==> src/rtl/game_pkg.sv <==
// rtl/game_pkg.sv - shared state encoding, default constants and saturating increment
package game_pkg;

    typedef enum logic [2:0] {
        INACTIVE  = 3'd0,
        RECONFIG  = 3'd1,
        WAITSTART = 3'd2,
        PLAY      = 3'd3,
        GAMEOVER  = 3'd4,
        DELAY     = 3'd5
    } state_t;

    localparam int DEF_MAX_LEVEL    = 5;
    localparam int DEF_LIVES        = 3;
    localparam int DEF_LOGOUT_DELAY = 16;

    // Increment that sticks at max_value instead of wrapping.
    function automatic logic [31:0] sat_inc(input logic [31:0] value, input logic [31:0] max_value);
        return (value >= max_value) ? max_value : value + 32'd1;
    endfunction

endpackage

==> src/rtl/sat_counter.sv <==
// rtl/sat_counter.sv - saturating counter with clear, load and increment
module sat_counter
    import game_pkg::*;
#(
    parameter int WIDTH = 4,
    parameter int MAX   = 15
) (
    input  logic             clk,
    input  logic             rst,
    input  logic             clear,
    input  logic             inc,
    input  logic             load,
    input  logic [WIDTH-1:0] load_val,
    output logic [WIDTH-1:0] count
);

    // Clear wins over load, load wins over increment.
    always_ff @(posedge clk) begin
        if (!rst || clear) begin
            count <= '0;
        end else if (load) begin
            count <= load_val;
        end else if (inc) begin
            count <= WIDTH'(sat_inc(32'(count), 32'(MAX)));
        end
    end

endmodule

==> src/rtl/game_session_controller.sv <==
// rtl/game_session_controller.sv - per-session game sequencer with score, level, lives and best score
module game_session_controller
    import game_pkg::*;
#(
    parameter int SCORE_W      = 7,
    parameter int LEVEL_W      = 4,
    parameter int MAX_LEVEL    = DEF_MAX_LEVEL,
    parameter int LIVES        = DEF_LIVES,
    parameter int LEVEL_STEP   = 1,
    parameter int LOGOUT_DELAY = DEF_LOGOUT_DELAY
) (
    input  logic               clk,
    input  logic               rst,
    input  logic               passed,
    input  logic               correct,
    input  logic               incorrect,
    input  logic               game_b,
    input  logic               psub_b_in,
    input  logic               seq_b_in,
    input  logic               timeout,
    output logic               ts_reconfig,
    output logic               ts_enable,
    output logic               psub_b_out,
    output logic               seq_b_out,
    output logic               miss,
    output logic               dead,
    output logic               checkscore,
    output logic               logout,
    output logic [LEVEL_W-1:0] currentlevel,
    output logic [SCORE_W-1:0] score,
    output logic [3:0]         lives_left,
    output logic [SCORE_W-1:0] best_score
);

    localparam int DLY_W     = $clog2(LOGOUT_DELAY + 1);
    localparam int SCORE_MAX = (1 << SCORE_W) - 1;

    state_t           state_q, state_d;
    logic [DLY_W-1:0] dly_cnt;
    logic [3:0]       streak;
    logic             logout_prev;

    logic reconf, start, hit, miss_d, dead_d, over_d, logout_d, level_up;

    assign level_up = hit && (streak == 4'(LEVEL_STEP - 1));

    // State register.
    always_ff @(posedge clk) begin
        if (!rst) state_q <= INACTIVE;
        else      state_q <= state_d;
    end

    // Next-state and per-cycle event decode; timeout beats incorrect beats correct.
    always_comb begin
        state_d  = state_q;
        reconf   = 1'b0;
        start    = 1'b0;
        hit      = 1'b0;
        miss_d   = 1'b0;
        dead_d   = 1'b0;
        over_d   = 1'b0;
        logout_d = 1'b0;
        case (state_q)
            INACTIVE: begin
                // The previous-cycle logout check masks a login level still held high.
                if (passed && !logout_prev) begin
                    state_d = RECONFIG;
                    reconf  = 1'b1;
                end
            end
            RECONFIG: state_d = WAITSTART;
            WAITSTART: begin
                if (game_b) begin
                    state_d = PLAY;
                    start   = 1'b1;
                end else if (psub_b_in) begin
                    state_d  = DELAY;
                    logout_d = 1'b1;
                end
            end
            PLAY: begin
                if (timeout) begin
                    state_d = GAMEOVER;
                    over_d  = 1'b1;
                end else if (incorrect) begin
                    if (lives_left > 4'd1) begin
                        miss_d = 1'b1;
                    end else begin
                        dead_d  = 1'b1;
                        over_d  = 1'b1;
                        state_d = GAMEOVER;
                    end
                end else if (correct) begin
                    hit = 1'b1;
                end
            end
            GAMEOVER: begin
                if (game_b) begin
                    state_d = RECONFIG;
                    reconf  = 1'b1;
                end else if (psub_b_in) begin
                    state_d  = DELAY;
                    logout_d = 1'b1;
                end
            end
            DELAY: begin
                if (dly_cnt == DLY_W'(LOGOUT_DELAY - 1)) state_d = INACTIVE;
            end
            default: state_d = INACTIVE;
        endcase
    end

    // Registered pulses, gated buttons, lives, streak, delay count and best score.
    always_ff @(posedge clk) begin
        if (!rst) begin
            ts_reconfig <= 1'b0;
            ts_enable   <= 1'b0;
            psub_b_out  <= 1'b0;
            seq_b_out   <= 1'b0;
            miss        <= 1'b0;
            dead        <= 1'b0;
            checkscore  <= 1'b0;
            logout      <= 1'b0;
            logout_prev <= 1'b0;
            lives_left  <= 4'd0;
            streak      <= 4'd0;
            dly_cnt     <= '0;
            best_score  <= '0;
        end else begin
            ts_reconfig <= reconf;
            ts_enable   <= (state_d == PLAY);
            psub_b_out  <= (state_q == PLAY) && (state_d == PLAY) && psub_b_in;
            seq_b_out   <= (state_q == PLAY) && (state_d == PLAY) && seq_b_in;
            miss        <= miss_d;
            dead        <= dead_d;
            checkscore  <= over_d;
            logout      <= logout_d;
            logout_prev <= logout;

            if (reconf)      lives_left <= 4'(LIVES);
            else if (miss_d) lives_left <= lives_left - 4'd1;
            else if (dead_d) lives_left <= 4'd0;

            if (reconf || miss_d) streak <= 4'd0;
            else if (level_up)    streak <= 4'd0;
            else if (hit)         streak <= streak + 4'd1;

            if (state_q == DELAY) dly_cnt <= dly_cnt + DLY_W'(1);
            else                  dly_cnt <= '0;

            if (state_q == INACTIVE)                best_score <= '0;
            else if (over_d && (score > best_score)) best_score <= score;
        end
    end

    sat_counter #(.WIDTH(SCORE_W), .MAX(SCORE_MAX)) u_score (
        .clk      (clk),
        .rst      (rst),
        .clear    (reconf),
        .inc      (hit),
        .load     (1'b0),
        .load_val ('0),
        .count    (score)
    );

    sat_counter #(.WIDTH(LEVEL_W), .MAX(MAX_LEVEL)) u_level (
        .clk      (clk),
        .rst      (rst),
        .clear    (reconf || over_d || logout_d),
        .inc      (level_up),
        .load     (start),
        .load_val (LEVEL_W'(1)),
        .count    (currentlevel)
    );

endmodule
==> config.mk <==
export PLATFORM = sky130hd
export DESIGN_NAME = game_session_controller
export DESIGN_NICKNAME = d
export VERILOG_FILES = /design/src/rtl/game_pkg.sv /design/src/rtl/sat_counter.sv /design/src/rtl/game_session_controller.sv
export SDC_FILE = /design/constraint.sdc
export NUM_CORES = 1
export LEC_CHECK = 0
export BUFFER_PORTS_ARGS = -buffer_cell sky130_fd_sc_hd__buf_4
export CORE_ASPECT_RATIO = 0.7
export CORE_MARGIN = 5
export CORE_UTILIZATION = 29
export DETAILED_ROUTE_END_ITERATION = 12
export PLACE_DENSITY = 0.56
export SKIP_CTS_REPAIR_TIMING = 1
export SYNTH_ARGS = -nofsm -noshare
export SYNTH_HDL_FRONTEND = slang
export SYNTH_SLANG_ARGS = --single-unit
==> constraint.sdc <==
create_clock -name clk -period 2.1 [get_ports clk]
set_input_delay 0.42 -clock clk [delete_from_list [all_inputs] [get_ports clk]]
set_output_delay 0.42 -clock clk [all_outputs]
set_load 0.01 [all_outputs]
# Word level (Yosys, flattened, before mapping)

Cells that the tools add are included.

Add/subtract/negate cells: 5
$mul: 0
Div/mod/pow operators: 0
Magnitude comparators: 4
Eq/ne operators: 7
Shift operators: 0
Multiplexer cells: 37
Bitwise logic cells: 1
Reduce and logical (&&, ||, !) cells: 24

Operator list:

| kind                                                          | count |
|---|---|
| 2-to-1 mux 3 bit                                              | 8 |
| 2-to-1 mux 1 bit                                              | 22 |
| case mux 3 bit (6 select lines)                               | 1 |
| 2-to-1 mux 4 bit                                              | 3 |
| equality test 3 x 2 -> 1 bit, second input constant           | 3 |
| adder 4 x 1 -> 4 bit, second input constant                   | 2 |
| OR reduction 2 bit                                            | 4 |
| adder 7 x 1 -> 7 bit, second input constant                   | 1 |
| >= comparator 7 bit, second input constant                    | 1 |
| greater-than comparator 7 bit                                 | 1 |
| 2-to-1 mux 7 bit                                              | 1 |
| equality test 3 bit, second input constant                    | 2 |
| logical AND 1 bit                                             | 6 |
| adder 5 x 1 -> 5 bit, second input constant                   | 1 |
| equality test 5 x 4 -> 1 bit, second input constant           | 1 |
| logical OR 1 bit                                              | 5 |
| >= comparator 4 x 3 -> 1 bit, second input constant           | 1 |
| greater-than comparator 4 x 1 -> 1 bit, second input constant | 1 |
| logical NOT 4 bit                                             | 1 |
| nonzero test 2 bit                                            | 2 |
| subtractor 4 x 1 -> 4 bit, second input constant              | 1 |
| equality test 3 x 1 -> 1 bit, second input constant           | 1 |
| logical NOT 3 bit                                             | 1 |
| nonzero test 3 bit                                            | 1 |
| 6 further kinds                                               | 7 |

Register bits after elaboration: 43
Bits in latches: 0
Memory bits (writable): 0
Bits in read-only memories: 0
Output and inout port bits: 30
Memories: 0

# Logic depth before layout (Yosys ltp)

Gate-level depths: netlist of run 1.

Word-level depth: 9
Mapped depth: 8
Gate-level depth less buffers: 8

# Hierarchy

From an unflattened synthesis of run 1, not the netlist that was laid out.

Cell total of the unflattened synthesis: 268
Area, all modules: 2376.0 sq um

By module, submodules not included:

| module                  | instances | cells each | area an instance (sq um) |
|---|---|---|---|
| game_session_controller | 1         | 187        | 1649.1 |
| sat_counter at u_score  | 1         | 49         | 440.4 |
| sat_counter at u_level  | 1         | 32         | 286.5 |

# Least setup slack after synthesis of run 1

No wires, ideal clock.

Path kind: register to register
Start point: register best_score[6]
End point: register best_score[0]
Arrival time: 1.791 ns
Data required time: 2.028 ns
Path slack: 0.238 ns
Stages on the path, launching flop included: 9
Path buffers: 1
Period minus slack after synthesis: 1.862 ns
Cells stage by stage: dfxtp_1 inv_1 ha_1 and3_1 a221oi_1 o21a_1 or2_1 buf_2 mux2i_1

Word-level cells in the longest chain between the ends: 2

Ends and longest elaborated chain:

| element                       | line                           | text |
|---|---|---|
| start, declared               | game_session_controller.sv:32  | `output logic [SCORE_W-1:0] best_score` |
| start signal, assigned        | game_session_controller.sv:152 | `else if (over_d && (score > best_score)) best_score <= score;` |
| greater-than comparator 7 bit | game_session_controller.sv:152 |  |
| logical AND 1 bit             | game_session_controller.sv:152 |  |

Every way passes these cells.
A chain may end at the register's enable or synchronous reset.

# Final worst setup path of run 1

Start point: register best_score[6]
End point: register best_score[1]

The elaborated chain is that of the path after synthesis.

==> flow_summary.toml, run 1 <==
[placement]
io_buffers = 38
place.gp.congestion = 0.8386
dpl_cell_area_sq_um = 2649
hpwl_um = 4087
post-place-ws_ns = 0.07169
dp_cells = 391

[timing]
worst_slew_pin_slew_ns = 0.4280
slew-limit-headroom_pct = 71.44
fmax_mhz = 516.9
setup_viol = 0
period_needed_ns = 1.935
rsz0062_at_grt = "no"
final_max_slew_viol_count = 0
setup_slack_ns = 0.1653
worst_hold_slack_ns = 0.3680
hold_viol = 0
finalCritPeriodShare_pct = 92.13
fin_skew_ns = 0.003200
final.setup.tns_ns = 0

[yosys]
yosysSeqAreaShare_pct = 40.09
ys.flop_type = "dfxtp_1"
synth_seq_cells = 43
syn_nets = 271
synthesis.area_sq_um = 2147
synth_edf_count = 0
yosysUniqueCellTypes = 50
synth_cells = 245
yosys-top-cells-area = "dfxtp_1 (40%), ha_1 (9.9%), nand2_1 (4.2%), nor2_1 (4.0%), mux2i_1 (3.7%)"
synthDominantCellAreaShare_pct = 40.09
ys_warn_count = 0
avgSynthCellArea_sq_um = 8.764
synthArstFlopShare_pct = 0
yosys.area.top_type = "dfxtp_1"

[final_layout]
final_nets = 326
nFillCells = 744
synthToLayoutAreaGrowth_pct = 27.21
finalNonFillerCells = 397
final_cell_mix = "buf_4 (56), dfxtp_1 (43), nand2_1 (24), nor2_1 (23), inv_1 (20)"
drive_gt1_share_pct = 22.07
fin_area_sq_um = 2731
fin_util_pct = 37.65
layout_commonest_cell = "buf_4"
antennaDiodeCount = 0

[detailed_routing]
via_per_inst = 4.748
dr.pass1.iters = 4
drt-initial-drc-count = 125
wl_per_cell_um = 13.21
wl_um = 5243
vias = 1885
drc = 0
ant_nets = 0

[power]
finalPower_mw = 1.574
power.leakage_nw = 1.153
ir_worst_vdd_uv = 240.8
power_density_nw_per_um2 = 576.2

[clock_network]
numCtsBuffers = 5
cts_tree = "done"
clkTransAtPathRegs_ns = 0.08
clockRootBuffer = "clkbuf_8"
clockBufferDepth = 2
insertion_delay_ns = 0.29
clock-sinks = 43
htree_levels = 2

[global_routing]
grt_pass1_wl_um = 8514
grt_remaining_overflow = 0
grt_pass1_vias = 1700
grt_max_degree = 15
track_usage_pct = 11.52
antenna_found_initial = 0

[run_status]
status = "finished clean"

[worst_setup_path]
worst-setup-path-type = "reg2reg"
cp_max_fo = 7
required_ns = 2.32
crit_path_end_kind = "flop"
startpoint_type = "flop"
worstPathArrival_ns = 2.16

[floorplanning]
die_y_um = 81.99
io_pins = 39
rows = 26
die_area_sq_um = 9252
fp.dieW_um = 112.8
core_region_area_sq_um = 7254
start_util_pct = 29.60

[worst_hold_path]
hold_path.class = "in2reg"

[run]
cap_violations = 0
[where the power goes]
group / switching, mW / internal [mW] / leakage (nW)
sequential: 0.0153 / 0.833 / 0.348
clock: 0.267 / 0.222 / 0.0371
combinational: 0.132 / 0.105 / 0.768
[cells by family after synthesis]
logic type | after synthesis | synth area share (%)
simple gates | 98 | 23.89
buf+inv | 29 | 5.594
flops | 43 | 40.09
mux | 8 | 3.730
fa+ha+maj | 17 | 9.907
compound gates | 44 | 14.34
xor+xnor | 6 | 2.448
[state kept, by name (all words and copies together), names as in the netlist]
| name | flops |
|---|---|
| best_score | 7 |
| u_score.count | 7 |
| dly_cnt | 5 |
| lives_left | 4 |
| streak | 4 |
| u_level.count | 4 |
| state_q | 3 |
| checkscore | 1 |
| dead | 1 |
| logout | 1 |
| logout_prev | 1 |
| miss | 1 |
| psub_b_out | 1 |
| seq_b_out | 1 |
| ts_enable | 1 |
| ts_reconfig | 1 |
[cell type report]
cell class | instances | area, sq um | area share (%)
clock buffers | 6 | 72.57 | 2.657
inverters | 21 | 78.83 | 2.886
multi-input cells | 173 | 1176 | 43.06
flip-flops and latches | 43 | 860.8 | 31.52
well taps | 98 | 122.6 | 4.489
repair buffers | 56 | 420.4 | 15.39
[Yosys cell counts, drive strengths merged (6+ instances only)]
library cell and number:
dfxtp 43, nand2 24, nor2 23, inv 20
ha 17, a21oi 11, and3 9, mux2i 8
nor3 8, buf 7, nand3 7, and2 6
[metal layers]
| metal | vias up | global-route usage, % | routed length (um) |
|---|---|---|---|
| met5 | - | 0 | 0 |
| met4 | 0 | 4.322 | 74 |
| met3 | 7 | 2.798 | 237 |
| met2 | 43 | 15.13 | 2059 |
| met1 | 871 | 17.58 | 2871 |
| li1 | 964 | - | - |
[final timing paths]
check                                     to  slack (ns)                       start  depth (start not counted)
hold reg to reg        dly_cnt[0]$_SDFF_PN0_        0.45       dly_cnt[0]$_SDFF_PN0_                          1
hold / removal          seq_b_out$_SDFF_PN0_        0.37                    seq_b_in                          2
setup / recovery  best_score[1]$_SDFFE_PP0P_        0.17  best_score[6]$_SDFFE_PP0P_                          7
setup reg to reg  best_score[1]$_SDFFE_PP0P_        0.17  best_score[6]$_SDFFE_PP0P_                          7
[critical path, cell delays in order (launching register included)]
cell	delay, ns
dfxtp_1	0.38
inv_1	0.06
ha_1	0.29
and3_1	0.21
a221oi_1	0.31
o21a_1	0.24
or2_4	0.19
mux2i_1	0.19
No activity file was read; power rests on OpenSTA's default activity.
==> run 2, diff against run 1 <==
- PLACE_DENSITY: 0.56 -> 0.47
==> run 2 against run 1 <==
Effect of this change: hold slack lost 0.0043 ns; utilization up 1.1 points; final area up 3.0%; sequential share of layout area decreased by 0.91 points; worst setup slack worse by 0.045 ns; clock skew up 0.0026 ns; via count decreased by 0.85%; clock-buffer cell count rose by 2; die area is the same; routed wire length is 5.1% higher.
==> flow_summary.toml, run 2 (synthesized netlist as in run 1, its figures left out) <==
[timing]
worst_hold_slack_ns = 0.3637
fin_skew_ns = 0.005834
final_max_slew_viol_count = 0
slew-limit-headroom_pct = 72.51
finalCritPeriodShare_pct = 94.26
fmax_mhz = 505.2
period_needed_ns = 1.979
worst_slew_pin_slew_ns = 0.4119
setup_viol = 0
hold_viol = 0

[clock_network]
cts_tree = "done"
numCtsBuffers = 5
insertion_delay_ns = 0.29
clockRootBuffer = "clkbuf_8"
clockBufferDepth = 2
clock-sinks = 43
htree_levels = 2
clkTransAtPathRegs_ns = 0.08

[global_routing]
track_usage_pct = 12.60
grt_remaining_overflow = 0
grt_pass1_vias = 1730
grt_pass1_wl_um = 9059
antenna_found_initial = 0
grt_max_degree = 15

[final_layout]
fin_util_pct = 38.77
final_cell_mix = "buf_4 (60), dfxtp_1 (43), nand2_1 (24), nor2_1 (23), inv_1 (20)"
final_nets = 331
synthToLayoutAreaGrowth_pct = 31.00
finalNonFillerCells = 404
top_regs = "best_score x7, u_score.count x7, dly_cnt x5"
layout_commonest_cell = "buf_4"
nFillCells = 740
antennaDiodeCount = 0
drive_gt1_share_pct = 23.86

[worst_setup_path]
cp_max_fo = 7
slowest_delay_ns = 0.36
crit_chain = "inv_1, ha_1, and3_1, a221oi_2, o21a_1, or2_1, buf_12, mux2i_1"
crit_path_end_kind = "flop"
worst-setup-path-type = "reg2reg"
required_ns = 2.32
worstPathArrival_ns = 2.20
slowest_stage = "dfxtp_1"
startpoint_type = "flop"

[floorplanning]
die_area_sq_um = 9252
fp.dieW_um = 112.8
die_y_um = 81.99
core_region_area_sq_um = 7254
io_pins = 39
rows = 26
start_util_pct = 29.60

[run_status]
status = "finished clean"

[power]
power.leakage_nw = 1.198
power_density_nw_per_um2 = 592.0
ir_worst_vdd_uv = 225.9

[placement]
dp_cells = 395
hpwl_um = 4238
place.gp.congestion = 0.7372
io_buffers = 38

[detailed_routing]
vias = 1869
ant_nets = 0
wl_per_cell_um = 13.64
dr.pass1.iters = 4
via_per_inst = 4.626
drc = 0
wl_um = 5509
drt-initial-drc-count = 104

[run]
cap_violations = 0

[worst_hold_path]
hold_path.class = "in2reg"
## run 2: report_power, final
part           total (mW)  internal (mW)  leakage (nW)  switching [mW]
registers           0.849          0.833         0.348          0.0159
clock network       0.579          0.301        0.0515           0.278
logic               0.237          0.106         0.799           0.131
total                1.67           1.24          1.20           0.425
## run 2: area by class of cell
cell class	instances	area [sq um]	share of cell area, %
Multi-Input combinational cell	173	1180	41.95
Sequential cell	43	860.8	30.60
Timing Repair Buffer	61	470.5	16.73
Tap cell	98	122.6	4.359
Clock buffer	8	100.1	3.559
Inverter	21	78.83	2.802
## run 2: metal layers
layer,wire [um],vias up,part of all wire [%],GRT usage [%]
met1,3075,844,56,19.64
met4,48,0,0.87,3.601
li1,-,980,-,-
met2,2102,43,38,16.02
met3,282,2,5.1,3.829
met5,0,-,0,0
## run 2: worst max-delay path: cells and delay by family (launching register included)
| family | cells | cell delay (ns) |
|---|---|---|
| AO/OA/AOI/OAI | 2 | 0.51 |
| adder cells (fa/ha/maj) | 1 | 0.30 |
| buffers and inverters | 2 | 0.18 |
| flip-flops | 1 | 0.36 |
| multiplexers | 1 | 0.17 |
| AND/OR/NAND/NOR | 2 | 0.39 |
## run 2: final timing paths
kind / cells past startpoint / slack, ns / endpoint / startpoint
max: 8 / 0.12 / best_score[0]$_SDFFE_PP0P_ / best_score[6]$_SDFFE_PP0P_
min: 2 / 0.36 / seq_b_out$_SDFF_PN0_ / seq_b_in
max reg2reg: 8 / 0.12 / best_score[0]$_SDFFE_PP0P_ / best_score[6]$_SDFFE_PP0P_
min reg2reg: 1 / 0.48 / dly_cnt[0]$_SDFF_PN0_ / dly_cnt[0]$_SDFF_PN0_
## run 2: through the flow
| stage | worst slack [ns] | total power, mW | TNS, ns | instance area, sq um |
|---|---|---|---|---|
| after global routing | -0.03011 | 1.764 | -0.05924 | 2813 |
| after global placement | 0.08530 | 1.105 | 0 | 2691 |
| after floorplan | 0.2378 | 1.000 | 0 | 2147 |
| final | 0.1206 | 1.665 | 0 | 2813 |
| after CTS | 0.08901 | 1.694 | 0 | 2791 |
| after detailed placement | 0.1049 | 1.103 | 0 | 2691 |
==> run 3, diff against run 2 <==
- CORE_MARGIN: 5 -> 2
- REMOVE_ABC_BUFFERS: default -> 1
==> run 3 against run 2 <==
Effect of this change: maximum frequency up 3.5%; global-route usage up 1.6 points; flip-flop and latch count unchanged; critical endpoint is now u_level.count[3]$_SDFFE_PP0P_; utilization about the same; combinational power up 2%; sequential share of layout area up 0.16 points; routed wire length down 1.7%; final cell count down 0.74%; die area down 12%; total power up 6.2%.
==> flow_summary.toml, run 3 (synthesized netlist as in run 1, its figures left out) <==
[run_status]
status = "finished clean"

[clock_network]
insertion_delay_ns = 0.30
clockBufferDepth = 2
cts_tree = "done"
clkTransAtPathRegs_ns = 0.08
clock-sinks = 43
clockRootBuffer = "clkbuf_8"
numCtsBuffers = 5
htree_levels = 2

[power]
power.leakage_nw = 1.189
power.internal_mw = 1.325
ir_worst_vdd_uv = 212.2
power_density_nw_per_um2 = 632.0
clkPwrFrac_pct = 38.4
p_sw_mw = 0.4434
finalPower_mw = 1.768
swShare_pct = 25.08
power_frac_comb_pct = 13.6
p_seq_share_pct = 47.9

[worst_setup_path]
startpoint_type = "flop"
required_ns = 2.33
worst-setup-path-type = "reg2reg"
cp_max_fo = 4
crit_path_end_kind = "flop"
r2r_slack_ns = 0.19
worstPathArrival_ns = 2.14

[global_routing]
track_usage_pct = 14.20
grt_max_degree = 15
groute.layer.met1.usage_pct = 22.64
antenna_found_initial = 0
grt_remaining_overflow = 0
gr-usage-met3_pct = 3.165
use_met2_pct = 18.66
top_usage_layer = "met1"
grt_pass1_wl_um = 9135
grt_pass1_vias = 1821

[floorplanning]
die_y_um = 75.99
start_util_pct = 29.73
die_area_sq_um = 8119
io_pins = 39
fp.dieW_um = 106.8
rows = 26
core_region_area_sq_um = 7222

[placement]
post-place-ws_ns = 0.03902
dpl_cell_area_sq_um = 2664
place.gp.congestion = 0.7916
dp_cells = 393
hpwl_um = 4194
io_buffers = 38

[final_layout]
finalNonFillerCells = 401
nFillCells = 771
drive_gt1_share_pct = 23.76
antennaDiodeCount = 0
top_regs = "best_score x7, u_score.count x7, dly_cnt x5"
layout_commonest_cell = "buf_4"
synthToLayoutAreaGrowth_pct = 30.30
fin_area_sq_um = 2798
final_nets = 328
final_cell_mix = "buf_4 (58), dfxtp_1 (43), nand2_1 (24), nor2_1 (23), inv_1 (20)"

[timing]
setup_slack_ns = 0.1870
finalCritPeriodShare_pct = 91.09
hold_viol = 0
fin_skew_ns = 0.008569
worst_slew_pin_slew_ns = 0.6144
period_needed_ns = 1.913
setup_viol = 0
rsz0062_at_grt = "no"
slew-limit-headroom_pct = 58.46
final_max_slew_viol_count = 0
fmax_mhz = 522.8

[detailed_routing]
wl_per_cell_um = 13.51
vias = 1868
drc = 0
dr.pass1.iters = 4
wl_um = 5418
via_per_inst = 4.658
drt-initial-drc-count = 56
ant_nets = 0

[run]
cap_violations = 0

[worst_hold_path]
hold_path.class = "in2reg"
run 3: per-layer routing:
layer	up-vias	share of wire, %
met5	-	0
met4	0	0.96
met3	4	3.4
met2	33	38
met1	856	57
li1	975	-
run 3: layout make-up:
class / count / area (sq um) / share of cell area, %
Clock buffer: 6 / 82.58 / 2.952
Clock inverter: 2 / 35.03 / 1.252
Inverter: 21 / 78.83 / 2.818
Multi-Input combinational cell: 173 / 1182 / 42.26
Sequential cell: 43 / 860.8 / 30.77
Tap cell: 98 / 122.6 / 4.383
Timing Repair Buffer: 58 / 435.4 / 15.56
run 3: worst max-delay path: stages (launching register included):
cell and delay (ns):
dfxtp_1 0.40, inv_1 0.09, ha_1 0.21, nor2_1 0.16
o41ai_2 0.11, and2_1 0.23, nor4b_2 0.32, buf_4 0.17
a21boi_1 0.16
run 3: path summary, 6_finish.rpt:
check / end / startpoint / depth (start not counted)
worst min register to register: dly_cnt[0]$_SDFF_PN0_ / dly_cnt[0]$_SDFF_PN0_ / 1
worst max register to register: u_level.count[3]$_SDFFE_PP0P_ / lives_left[0]$_SDFFE_PN0P_ / 8
worst min-delay path: seq_b_out$_SDFF_PN0_ / seq_b_in / 2
worst max-delay path: u_level.count[3]$_SDFFE_PP0P_ / lives_left[0]$_SDFFE_PN0P_ / 8
run 3: per-stage QoR:
stage,TNS [ns],hold slack (ns),util (%)
after floorplan,0,0.4175,-
after global placement,0,0.4380,36.89
after detailed placement,0,0.4449,36.89
after CTS,-0.01339,0.3495,38.51
after global routing,0,0.3562,38.74
final,0,0.3541,38.74
run 3: power groups by stage:
stage	Clock, mW	Combinational, mW	Sequential, mW
after global routing	0.743	0.267	0.851
after floorplan	0	0.111	0.881
after CTS	0.705	0.237	0.848
after detailed placement	0	0.236	0.867
final	0.679	0.241	0.848
after global placement	0	0.237	0.867
